--- src/rtl/feature_transfer_writer_pkg.sv ---
// Shared types and constants for the feature-transfer writer.
// Imported by the interface, the FIFO and the top.
package feature_transfer_pkg;

    typedef enum logic [1:0] {
        IDLE,
        COLLECT,
        DRAIN,
        DONE
    } state_e;

    localparam int FEATURE_WIDTH = 32;
    localparam int SLOT_STRIDE   = 4;

endpackage

--- src/rtl/feature_transfer_writer_if.sv ---
// Feature input, memory write and frame-report signals of the writer.
// master = the writer itself, slave = its environment.
interface feature_transfer_writer_if;
    import feature_transfer_pkg::*;

    logic                     frameStart;
    logic                     frameEnd;
    logic                     featureValid;
    logic [FEATURE_WIDTH-1:0] featureData;
    logic                     featureReady;
    logic                     memWrite;
    logic [31:0]              memAddress;
    logic [FEATURE_WIDTH-1:0] memData;
    logic                     memAck;
    logic                     dataReady;
    logic [31:0]              numberOfFeatures;
    logic                     overflow;

    modport master (
        input  frameStart, frameEnd, featureValid, featureData, memAck,
        output featureReady, memWrite, memAddress, memData,
        output dataReady, numberOfFeatures, overflow
    );

    modport slave (
        output frameStart, frameEnd, featureValid, featureData, memAck,
        input  featureReady, memWrite, memAddress, memData,
        input  dataReady, numberOfFeatures, overflow
    );

endinterface

--- src/rtl/feature_transfer_writer_fifo.sv ---
// Synchronous FIFO buffering accepted features ahead of the memory writer.
// Pointers carry one extra wrap bit to tell full from empty.
module feature_fifo #(
    parameter int DEPTH = 8,
    parameter int WIDTH = 32
) (
    input  logic             clock,
    input  logic             reset,
    input  logic             push_i,
    input  logic             pop_i,
    input  logic [WIDTH-1:0] data_i,
    output logic [WIDTH-1:0] data_o,
    output logic             full_o,
    output logic             empty_o
);
    localparam int AW = $clog2(DEPTH);

    logic [WIDTH-1:0] mem_q [DEPTH];
    logic [AW:0]      wr_q;
    logic [AW:0]      rd_q;

    assign empty_o = (wr_q == rd_q);
    assign full_o  = (wr_q[AW] != rd_q[AW]) &&
                     (wr_q[AW-1:0] == rd_q[AW-1:0]);
    assign data_o  = mem_q[rd_q[AW-1:0]];

    always_ff @(posedge clock or negedge reset) begin
        if (!reset) begin
            wr_q <= '0;
            rd_q <= '0;
        end else begin
            if (push_i && !full_o)
                wr_q <= wr_q + (AW+1)'(1);
            if (pop_i && !empty_o)
                rd_q <= rd_q + (AW+1)'(1);
        end
    end

    always_ff @(posedge clock) begin
        if (push_i && !full_o)
            mem_q[wr_q[AW-1:0]] <= data_i;
    end

endmodule

--- src/rtl/feature_transfer_writer.sv ---
// Collects per-frame features, writes them to the shared buffer and
// reports the stored count with a one-cycle dataReady at frame end.
module feature_transfer_writer
    import feature_transfer_pkg::*;
#(
    parameter logic [31:0] BASE_ADDRESS = 32'h0000_4000,
    parameter int          MAX_FEATURES = 64,
    parameter int          FIFO_DEPTH   = 8
) (
    input logic                        clock,
    input logic                        reset,
    feature_transfer_writer_if.master  bus
);
    localparam int            CW   = $clog2(MAX_FEATURES + 1);
    localparam logic [CW-1:0] MAXC = CW'(MAX_FEATURES);

    state_e                   state_q, state_d;
    logic                     pend_q, pend_d;
    logic [CW-1:0]            acc_q, acc_d;
    logic [CW-1:0]            slot_q, slot_d;
    logic [CW-1:0]            num_q, num_d;
    logic                     ovf_q, ovf_d;
    logic                     rep_ovf_q, rep_ovf_d;
    logic                     wr_q, wr_d;
    logic [31:0]              addr_q, addr_d;
    logic [FEATURE_WIDTH-1:0] data_q, data_d;

    logic                     fifo_full, fifo_empty;
    logic                     accept, push, pop, start;
    logic [FEATURE_WIDTH-1:0] fifo_rdata;

    feature_fifo #(
        .DEPTH (FIFO_DEPTH),
        .WIDTH (FEATURE_WIDTH)
    ) u_fifo (
        .clock   (clock),
        .reset   (reset),
        .push_i  (push),
        .pop_i   (pop),
        .data_i  (bus.featureData),
        .data_o  (fifo_rdata),
        .full_o  (fifo_full),
        .empty_o (fifo_empty)
    );

    always_comb begin
        state_d   = state_q;
        pend_d    = pend_q;
        acc_d     = acc_q;
        slot_d    = slot_q;
        num_d     = num_q;
        ovf_d     = ovf_q;
        rep_ovf_d = rep_ovf_q;
        wr_d      = wr_q;
        addr_d    = addr_q;
        data_d    = data_q;

        accept = (state_q == COLLECT) && bus.featureValid && !fifo_full;
        push   = accept && (acc_q < MAXC);
        pop    = ((state_q == COLLECT) || (state_q == DRAIN)) &&
                 !wr_q && !fifo_empty;
        start  = 1'b0;

        unique case (state_q)
            IDLE: begin
                if (bus.frameStart) begin
                    state_d = COLLECT;
                    start   = 1'b1;
                end
            end
            COLLECT: begin
                if (bus.frameStart) pend_d = 1'b1;
                if (bus.frameEnd) state_d = DRAIN;
            end
            DRAIN: begin
                if (bus.frameStart) pend_d = 1'b1;
                if (fifo_empty && !wr_q) begin
                    state_d   = DONE;
                    num_d     = slot_q;
                    rep_ovf_d = ovf_q;
                end
            end
            DONE: begin
                pend_d = 1'b0;
                if (pend_q || bus.frameStart) begin
                    state_d = COLLECT;
                    start   = 1'b1;
                end else begin
                    state_d = IDLE;
                end
            end
        endcase

        // Words past the cap are still consumed so the pipeline never stalls on it
        if (accept) begin
            if (acc_q < MAXC) acc_d = acc_q + CW'(1);
            else              ovf_d = 1'b1;
        end

        if (wr_q && bus.memAck) begin
            wr_d   = 1'b0;
            slot_d = slot_q + CW'(1);
        end else if (pop) begin
            wr_d   = 1'b1;
            addr_d = BASE_ADDRESS + 32'(slot_q) * 32'(SLOT_STRIDE);
            data_d = fifo_rdata;
        end

        if (start) begin
            acc_d  = '0;
            slot_d = '0;
            ovf_d  = 1'b0;
        end
    end

    always_ff @(posedge clock or negedge reset) begin
        if (!reset) begin
            state_q   <= IDLE;
            pend_q    <= 1'b0;
            acc_q     <= '0;
            slot_q    <= '0;
            num_q     <= '0;
            ovf_q     <= 1'b0;
            rep_ovf_q <= 1'b0;
            wr_q      <= 1'b0;
            addr_q    <= '0;
            data_q    <= '0;
        end else begin
            state_q   <= state_d;
            pend_q    <= pend_d;
            acc_q     <= acc_d;
            slot_q    <= slot_d;
            num_q     <= num_d;
            ovf_q     <= ovf_d;
            rep_ovf_q <= rep_ovf_d;
            wr_q      <= wr_d;
            addr_q    <= addr_d;
            data_q    <= data_d;
        end
    end

    assign bus.featureReady     = (state_q == COLLECT) && !fifo_full;
    assign bus.memWrite         = wr_q;
    assign bus.memAddress       = addr_q;
    assign bus.memData          = data_q;
    assign bus.dataReady        = (state_q == DONE);
    assign bus.numberOfFeatures = 32'(num_q);
    assign bus.overflow         = rep_ovf_q;

endmodule

--- src/flat_wrapper.sv ---
// flat-port wrapper written by rule: the top's interface ports become plain ports
module feature_transfer_writer_flat import feature_transfer_pkg::*;
#(
    parameter logic [31:0] BASE_ADDRESS = 32'h0000_4000,
    parameter int          MAX_FEATURES = 64,
    parameter int          FIFO_DEPTH   = 8
)
  (clock, reset, bus_frameStart, bus_frameEnd, bus_featureValid, bus_featureData, bus_memAck, bus_featureReady, bus_memWrite, bus_memAddress, bus_memData, bus_dataReady, bus_numberOfFeatures, bus_overflow);
  feature_transfer_writer_if bus_i ();
  input logic clock;
  input logic reset;
  input wire logic [$bits(bus_i.frameStart)-1:0] bus_frameStart;
  input wire logic [$bits(bus_i.frameEnd)-1:0] bus_frameEnd;
  input wire logic [$bits(bus_i.featureValid)-1:0] bus_featureValid;
  input wire logic [$bits(bus_i.featureData)-1:0] bus_featureData;
  input wire logic [$bits(bus_i.memAck)-1:0] bus_memAck;
  output wire logic [$bits(bus_i.featureReady)-1:0] bus_featureReady;
  output wire logic [$bits(bus_i.memWrite)-1:0] bus_memWrite;
  output wire logic [$bits(bus_i.memAddress)-1:0] bus_memAddress;
  output wire logic [$bits(bus_i.memData)-1:0] bus_memData;
  output wire logic [$bits(bus_i.dataReady)-1:0] bus_dataReady;
  output wire logic [$bits(bus_i.numberOfFeatures)-1:0] bus_numberOfFeatures;
  output wire logic [$bits(bus_i.overflow)-1:0] bus_overflow;
  assign bus_i.frameStart = bus_frameStart;
  assign bus_i.frameEnd = bus_frameEnd;
  assign bus_i.featureValid = bus_featureValid;
  assign bus_i.featureData = bus_featureData;
  assign bus_i.memAck = bus_memAck;
  assign bus_featureReady = bus_i.featureReady;
  assign bus_memWrite = bus_i.memWrite;
  assign bus_memAddress = bus_i.memAddress;
  assign bus_memData = bus_i.memData;
  assign bus_dataReady = bus_i.dataReady;
  assign bus_numberOfFeatures = bus_i.numberOfFeatures;
  assign bus_overflow = bus_i.overflow;
  feature_transfer_writer #(.BASE_ADDRESS(BASE_ADDRESS), .MAX_FEATURES(MAX_FEATURES), .FIFO_DEPTH(FIFO_DEPTH)) u_core (.clock(clock), .reset(reset), .bus(bus_i));
endmodule
--- config.mk ---
export PLATFORM = sky130hd
export DESIGN_NAME = feature_transfer_writer_flat
export DESIGN_NICKNAME = d
export VERILOG_FILES = /design/src/rtl/feature_transfer_writer_pkg.sv /design/src/rtl/feature_transfer_writer_if.sv /design/src/rtl/feature_transfer_writer_fifo.sv /design/src/rtl/feature_transfer_writer.sv /design/src/flat_wrapper.sv
export SDC_FILE = /design/constraint.sdc
export NUM_CORES = 1
export LEC_CHECK = 0
export CORE_ASPECT_RATIO = 1.2
export CORE_MARGIN = 3
export CORE_UTILIZATION = 45
export CTS_BUF_LIST = sky130_fd_sc_hd__clkbuf_4 sky130_fd_sc_hd__clkbuf_8
export CTS_CLUSTER_DIAMETER = 200
export CTS_CLUSTER_SIZE = 20
export DETAILED_ROUTE_END_ITERATION = 7
export PLACE_DENSITY_LB_ADDON = 0.12
export RECOVER_POWER = 100
export SETUP_SLACK_MARGIN = 0.3
export SLEW_MARGIN = 30
export SYNTH_ARGS = -nofsm -noshare
export SYNTH_HDL_FRONTEND = slang
export SYNTH_SLANG_ARGS = --single-unit
--- constraint.sdc ---
create_clock -name clock -period 3.91 [get_ports clock]
set_input_delay 0.5865 -clock clock [delete_from_list [all_inputs] [get_ports clock]]
set_output_delay 0.5865 -clock clock [all_outputs]
set_load 0.005 [all_outputs]
## Word-level counts from Yosys, hierarchy flattened

Memories as Yosys holds them, arrays and structs flattened. A register that Yosys moved wholly into a read port is not among the register bits.
Cells that the tools add are included.

| word-level totals | value |
|---|---|
| memory bits (writable) | 256 |
| bits in registers | 67 |
| memories kept | 1 |
| input bits | 38 |
| output and inout bits | 100 |
| word-level logic and storage cells | 82 |

| operators by class | value |
|---|---|
| $add $sub $neg | 5 |
| bitwise gates (word level) | 1 |
| reduce and logical (&&, ||, !) cells | 30 |
| order comparisons | 1 |
| equality and inequality tests | 11 |
| muxes and demuxes | 22 |

Memories:

| name | depth | bits a word | read ports | clocked after memory_dff | wr ports | line | source |
|---|---|---|---|---|---|---|---|
| u_core.u_fifo.mem_q | 8 | 32 | 1 | 1 | 1 | feature_transfer_writer_fifo.sv:18 | `logic [WIDTH-1:0] mem_q [DEPTH];` |

Operator list:

| operator | count |
|---|---|
| $mux W7 | 5 |
| $add A15 B9 Y16 const A | 1 |
| $add A7 B1 Y7 const B | 2 |
| $logic_and A1 B1 Y1 | 11 |
| $mux W1 | 11 |
| $reduce_and A2 Y1 | 5 |
| $reduce_bool A2 Y1 | 5 |
| $add A4 B1 Y4 const B | 2 |
| $pmux W2 S4 | 1 |
| $lt A7 B7 Y1 const B | 1 |
| $mux W2 | 3 |
| $ne A2 B2 Y1 const B | 3 |
| $eq A2 B2 Y1 const B | 2 |
| $eq A4 B4 Y1 | 1 |
| $logic_not A1 Y1 | 4 |
| $ne A2 B1 Y1 const B | 2 |
| $pmux W1 S2 | 2 |
| $eq A3 B3 Y1 | 1 |
| $reduce_and A3 Y1 | 1 |
| $eq A2 B1 Y1 const B | 1 |
| $logic_not A2 Y1 | 1 |
| $logic_or A1 B1 Y1 | 2 |
| $reduce_or A2 Y1 | 1 |
| $ne A1 B1 Y1 | 1 |
| $not A1 Y1 | 1 |

## Depth between registers and ports, before layout

Gate-level depths: netlist of run 1.

| logic depth | value |
|---|---|
| word-level depth | 8 |
| depth in mapped cells | 8 |
| depth with buffers taken out | 6 |

## Cells and area by module

From an unflattened synthesis of run 1, not the netlist that was laid out.

| unflattened totals | value |
|---|---|
| cell total of the unflattened synthesis | 690 |
| area total of the unflattened synthesis | 13559.3 µm² |

Modules (own cells, without submodules):

| module | area an instance (µm²) | instances | cells each |
|---|---|---|---|
| feature_fifo | 10369.9 | 1 | 430 |
| feature_transfer_writer | 3189.3 | 1 | 260 |

## Worst setup path after synthesis of run 1

No wires, ideal clock.

| timing | value |
|---|---|
| kind | flip-flop to flip-flop |
| from | register u_core.state_q[1] |
| to | memory u_core.u_fifo.mem_q[1][0], enable pin |
| stages on the path, launching flop included | 8 |
| setup slack | -0.138 ns |
| library setup time | 0.461 ns |
| arrival | 3.587 ns |
| required time | 3.449 ns |
| clock period less this slack | 4.048 ns |
| cell sequence | dfrtp_1 -> inv_1 -> ha_1 -> nand3b_1 -> a41oi_2 -> buf_2 -> nand2_1 -> nor3_1 |

| between the ends | value |
|---|---|
| word-level cells in the longest chain between the ends | 7 |

Ends and longest elaborated chain:

| item | line | source |
|---|---|---|
| start, declared | feature_transfer_writer.sv:17 | `state_e state_q, state_d;` |
| start signal, assigned | feature_transfer_writer.sv:129 | `state_q <= state_d;` |
| $eq A2 B1 Y1 | feature_transfer_writer.sv:58 | `accept = (state_q == COLLECT) && bus.featureValid && !fifo_full;` |
| $logic_and A1 B1 Y1 (2 in series) | feature_transfer_writer.sv:58 |  |
| $logic_and A1 B1 Y1 | feature_transfer_writer.sv:59 | `push = accept && (acc_q < MAXC);` |
| $logic_and A1 B1 Y1 | feature_transfer_writer_fifo.sv:40 | `if (push_i && !full_o)` |
| $mux W1 | feature_transfer_writer_fifo.sv:40 |  |
| $mux W1 (implied by the code) | feature_transfer_writer_fifo.sv:41 | `mem_q[wr_q[AW-1:0]] <= data_i;` |
| end, declared | feature_transfer_writer_fifo.sv:18 |  |

No other way between the ends.

## Final worst setup path of run 1

| timing | value |
|---|---|
| from | register u_core.state_q[1] |
| to | memory u_core.u_fifo.mem_q[1][27], enable pin |

Same word-level chain as after synthesis.

==> flow_summary_export.csv, run 1 <==
group,metric,value,unit
floorplan,die_h,194.2,um
cts,cts_tree,"done",
cts,clock_latency,0.55,ns
setup_path,cp_data_required_time,4.09,ns
cells_and_area,diodes,0,
floorplan,fp.dieArea,31610,um^2
cts,cts_setup_buffers,0,
place,placed_area,14480,um^2
setup_path,crit_start,"u_core.state_q[1]",
power_and_ir_drop,ir_worst_vdd,331.7,uV
place,routabilityCongestion,0.7401,
drt,wl,24830,um
drt,drc,0,
cts,cts_resized,0,
yosys,syn_avg_cell_area,18.39,um^2
setup_path,endpoint_kind,"flop",
grt,grt_pass1_wl,39440,um
timing,min_period,3.229,ns
cts,clkSinkCount,331,
floorplan,dieWidth,162.8,um
cells_and_area,layout_commonest_cell,"edfxtp_1",
timing,final-max-slew-violation-count,76,
status,violations,"capacitance limit, slew limit",
grt,grt_start_max_net_pins,76,
floorplan,io_pins,138,
hold_path,worstHoldStart,"u_core.bus.memAddress[14]",
setup_path,critPathArrivalTime,3.41,ns
grt,grt_pass1_vias,6803,
setup_path,critPathLaunchType,"flop",
timing,slew_headroom,-32.61,%
cts,cts_root_buf,"clkbuf_8",
place,dp.final_hpwl,15360,um
timing,max_slew.worst_pin.slew,1.989,ns
drt,avgRoutedWirePerCell,20.49,um
drt,antenna_left,0,
power_and_ir_drop,powerDensity,641.0,nW/um^2
cells_and_area,drive_gt1_share,16.44,%
drt,via_per_inst,5.165,
yosys,synth.distinct_cells,47,
timing,tns,0,ns
grt,antenna_found_initial,3,
floorplan,initial_core_util,45.90,%
drt,drtPass1Iterations,4,
cts,path_clk_slew,0.12,ns
timing,clock_skew,0.02110,ns
timing,max_freq,309.7,MHz
yosys,synth_seq_cells,331,
timing,finalHoldViolations,0,
cells_and_area,fillers,2419,
cells_and_area,layout_common_cells,"256 x edfxtp_1, 82 x dlygate4sd3_1, 72 x dfrtp_1",
cells_and_area,fin_nets,860,
power_and_ir_drop,leakagePower,5.308,nW
yosys,synth_area,13280,um^2
setup_path,worstSetupPathType,"flop to flop",
place,io_buffers,88,
floorplan,core_area,28930,um^2
drt,drtIter0Drc,398,
run,maxCapViolCount,2,
cts,postCtsHoldBufs,0,
yosys,ys.flop_type,"edfxtp_1",
cells_and_area,fin_area,14790,um^2
timing,fin_crit_sh,82.57,%
yosys,netlist_instances,722,
grt,grt.total_usage,15.94,%
cells_and_area,syn_to_final_growth,11.41,%
cts,clk_path_buf_depth,3,
floorplan,num_rows,68,
yosys,ys_seq_area_share,72.04,%
setup_path,r2r-start,"u_core.state_q[1]",
hold_path,hold_path_class,"flop to flop",
drt,dr_total_vias,6260,
grt,globalRouteOverflowTotal,0,
setup_path,crit_fanout,13,
status,outcome,"complete, but fails checks",
cts,cts_buffers,20,
timing,grt_setup_unrepaired,"false",
cts,htreeDepth,1,
yosys,yosysWarnings,0,
yosys,synth_edf_count,256,
yosys,async_flop_share,22.66,%
timing,setup_viol,0,
state kept, by name, indices dropped and copies added (netlist names):
name	count
u_core.acc_q	7
u_core.bus.memAddress	8
u_core.bus.memData	32
u_core.bus.memWrite	1
u_core.bus.overflow	1
u_core.num_q	7
u_core.ovf_q	1
u_core.pend_q	1
u_core.slot_q	7
u_core.state_q	2
u_core.u_fifo.mem_q	256
u_core.u_fifo.rd_q	4
u_core.u_fifo.wr_q	4
critical path: stages, from the launching register on:
cell and delay, ns:
dfrtp_1 0.44, inv_1 0.14, ha_1 0.25, nand3b_1 0.13, a41oi_1 0.33, nand2_1 0.24, nor3_4 0.53, clkbuf_1 0.80
per-stage QoR:
step	std cells	hold slack, ns	util, %	setup slack [ns]	total power, mW
after global routing	1212	0.5237	51.13	0.4833	10.12
final	1212	0.4772	51.13	0.6815	9.482
after detailed placement	1176	0.4522	50.05	0.8905	8.172
after global placement	1176	0.4489	50.03	0.9004	8.086
after floorplan	770	0.2909	-	0.7329	7.105
after CTS	1212	0.05670	51.45	0.8531	9.853
final timing paths:
| check | end | slack, ns | depth (start not counted) |
|---|---|---|---|
| worst max-delay path | u_core.u_fifo.mem_q[1][27] | 0.68 | 7 |
| worst min-delay path | u_core.bus.memAddress[14] | 0.48 | 1 |
| worst max register to register | u_core.u_fifo.mem_q[1][27] | 0.68 | 7 |
| worst min register to register | u_core.bus.memAddress[14] | 0.48 | 1 |
| max in group asynchronous | u_core.u_fifo.rd_q[2] | 1.94 | 1 |
| min in group asynchronous | u_core.state_q[0] | 0.57 | 1 |
logic make-up after synthesis:
logic type / after synthesis / synth area share (%)
flops: 331 / 72.04
simple gates: 100 / 3.638
fa+ha+maj: 9 / 0.8482
compound gates: 55 / 2.629
other cells: 1 / 0.02825
xor+xnor: 19 / 1.367
buf+inv: 91 / 4.514
mux: 116 / 14.94
Yosys cell counts, drive strengths merged, types with 10 or more instances:
cell type / n / area share, %
buf: 72 / 4.0
clkbuf: 11 / 0.31
dfrtp: 75 / 14
edfxtp: 256 / 58
mux2: 17 / 1.4
mux2i: 35 / 2.6
mux4: 64 / 11
nand2: 46 / 1.3
nor2: 21 / 0.59
o21ai: 37 / 1.4
xor2: 10 / 0.77
area by class of cell:
| cell class | count | area [um^2] | share of cell area (%) |
|---|---|---|---|
| multi-input combinational | 348 | 3299 | 22.31 |
| timing repair buffer | 104 | 1002 | 6.775 |
| clock buffer | 35 | 394.1 | 2.665 |
| inverter | 8 | 30.03 | 0.2030 |
| clock inverter | 1 | 11.26 | 0.07613 |
| sequential | 331 | 9573 | 64.72 |
| tap | 385 | 481.7 | 3.257 |
where the power goes:
group	switching (mW)	internal, mW	total, mW
clock	1.02	0.645	1.66
combinational	1.63	1.53	3.16
sequential	0.353	4.30	4.66
metal layers:
layer,share of wire [%],up-vias,global-route usage [%]
met5,0.044,-,0
met1,40,3236,20.63
met3,4.9,30,2.030
met4,1.5,2,3.165
li1,-,2845,-
met2,53,147,28.90
Note: power is estimated with default switching activity, not from simulation.
==> inputs of run 2 (changes only) <==
Clock period 3.91 ns to 2.78 ns, I/O delays scaled along.
==> run 2 against run 1 <==
Compared with the run above: power grew 43%; worst setup slack got worse by 0.35 ns; sequential power up 37%; sequential share of layout area fell by 0.96 points; non-clock buffer count rose by 20; largest cell class unchanged; the flow now finishes without violations; critical path type unchanged; combinational power rose by 54%; maximum frequency up 32%; final area rose by 1.5%; highest routed layer is now met4.
==> flow_summary_export.csv, run 2 (same netlist as run 1, synthesis figures left out) <==
group,metric,value,unit
status,outcome,"completed",
setup_path,crit_fanout,7,
timing,finalHoldViolations,0,
cells_and_area,fin_cells,1232,
drt,drtPass1Iterations,5,
floorplan,die_h,194.2,um
setup_path,critPathArrivalTime,2.66,ns
timing,min_period,2.447,ns
timing,max_freq,408.6,MHz
drt,drtIter0Drc,481,
cts,clkSinkCount,331,
drt,antenna_left,0,
cts,clock_latency,0.55,ns
timing,grt_setup_unrepaired,"true",
setup_path,worstSetupPathType,"flop to flop",
cells_and_area,diodes,0,
floorplan,fp.dieArea,31610,um^2
power_and_ir_drop,leakagePower,5.420,nW
grt,globalRouteOverflowTotal,0,
place,io_buffers,88,
cts,path_clk_slew,0.13,ns
cells_and_area,layout_common_cells,"256 x edfxtp_1, 83 x dlygate4sd3_1, 69 x dfrtp_1",
drt,avgRoutedWirePerCell,20.61,um
cells_and_area,largest_reg_flops,256,
setup_path,endpoint_kind,"flop",
floorplan,dieWidth,162.8,um
timing,final-max-slew-violation-count,0,
timing,tns,0,ns
place,dp_cells,1188,
cts,cts_tree,"done",
grt,grt_pass1_vias,6930,
cells_and_area,fin_nets,880,
floorplan,io_pins,138,
power_and_ir_drop,powerDensity,905.6,nW/um^2
timing,setup_viol,0,
timing,fin_crit_sh,88.04,%
place,routabilityCongestion,0.7636,
floorplan,num_rows,68,
drt,drc,0,
cts,cts_root_buf,"clkbuf_8",
setup_path,cp_data_required_time,2.99,ns
cells_and_area,syn_to_final_growth,13.13,%
floorplan,initial_core_util,45.90,%
power_and_ir_drop,power.total,13.60,mW
timing,max_slew.worst_pin.slew,1.466,ns
place,dp.final_hpwl,16010,um
drt,dr_total_vias,6409,
grt,grt_pass1_wl,40090,um
cts,clk_path_buf_depth,3,
timing,slew_headroom,2.276,%
grt,grt_start_max_net_pins,68,
grt,antenna_found_initial,0,
setup_path,critPathLaunchType,"flop",
drt,via_per_inst,5.202,
power_and_ir_drop,ir_worst_vdd,662.8,uV
floorplan,core_area,28930,um^2
cells_and_area,layout_commonest_cell,"edfxtp_1",
drt,wl,25400,um
cts,cts_buffers,20,
grt,grt.total_usage,16.20,%
cts,htreeDepth,1,
timing,clock_skew,0.02583,ns
cells_and_area,drive_gt1_share,18.77,%
hold_path,hold_path_class,"flop to flop",
run,maxCapViolCount,0,
-- run 2: worst max-delay path, cell delays in order (launching register included) --
cell and delay, ns:
dfrtp_1 0.45, inv_1 0.18, ha_4 0.18, nand3b_1 0.10, a41oi_2 0.20, buf_4 0.18
nand2_1 0.16, nor2_1 0.26, clkbuf_1 0.39
-- run 2: worst paths after layout --
check	start	endpoint	slack, ns	cells after the start
max	u_core.state_q[1]	u_core.u_fifo.mem_q[3][14]	0.33	8
min	u_core.bus.memAddress[14]	u_core.bus.memAddress[14]	0.48	1
max reg2reg	u_core.state_q[1]	u_core.u_fifo.mem_q[3][14]	0.33	8
min reg2reg	u_core.bus.memAddress[14]	u_core.bus.memAddress[14]	0.48	1
max in group asynchronous	reset	u_core.u_fifo.wr_q[2]	0.64	3
min in group asynchronous	reset	u_core.pend_q	0.75	2
-- run 2: report_power, final --
part           switching [mW]  internal (mW)  leakage [nW]  total, mW
Sequential              0.346           6.05          3.26       6.40
Clock                    1.44          0.909         0.221       2.35
Combinational            2.55           2.31          1.94       4.86
Total                    4.33           9.27          5.42       13.6
-- run 2: metrics by stage --
stage | util (%) | setup slack [ns] | instance area, um^2 | hold WS (ns)
after floorplan | - | 0.2749 | 13520 | 0.1214
after global placement | 50.59 | 0.2225 | 14630 | 0.4545
after detailed placement | 50.59 | 0.2027 | 14630 | 0.4552
after CTS | 52.34 | 0.3032 | 15140 | 0.4580
after global routing | 51.92 | 0.1710 | 15020 | 0.4864
final | 51.92 | 0.3326 | 15020 | 0.4797
-- run 2: layout make-up --
type | instances | area [um^2]
fill | 2376 | 13910
sequential | 331 | 9577
multi-input combinational | 348 | 3357
timing repair buffer | 124 | 1169
tap | 385 | 481.7
clock buffer | 35 | 394.1
inverter | 8 | 30.03
clock inverter | 1 | 11.26
-- run 2: what timing repair did --
item | CTS | global route
pin swaps | 4 | 2
resized for setup | 7 | 1
hold buffers | 1 | 0
setup buffers | 7 | 0
hold endpoints to repair | 53 | 0
endpoints found under the setup margin | 1 | 29
-- run 2: layer usage --
metal	GRT usage [%]	up-vias	share of wire, %	wire [um]
li1	-	2880	-	-
met1	22.15	3339	42	10670
met2	28.16	168	52	13190
met3	2.244	22	4.8	1228
met4	2.946	0	1.2	306
met5	0	-	0	0
==> inputs of run 3 (changes only) <==
Settings changed: GPL_ROUTABILITY_DRIVEN from default to 0.
==> results of run 3 <==
Same layout as run 2: the final DEF is identical, and so are final timing and power.
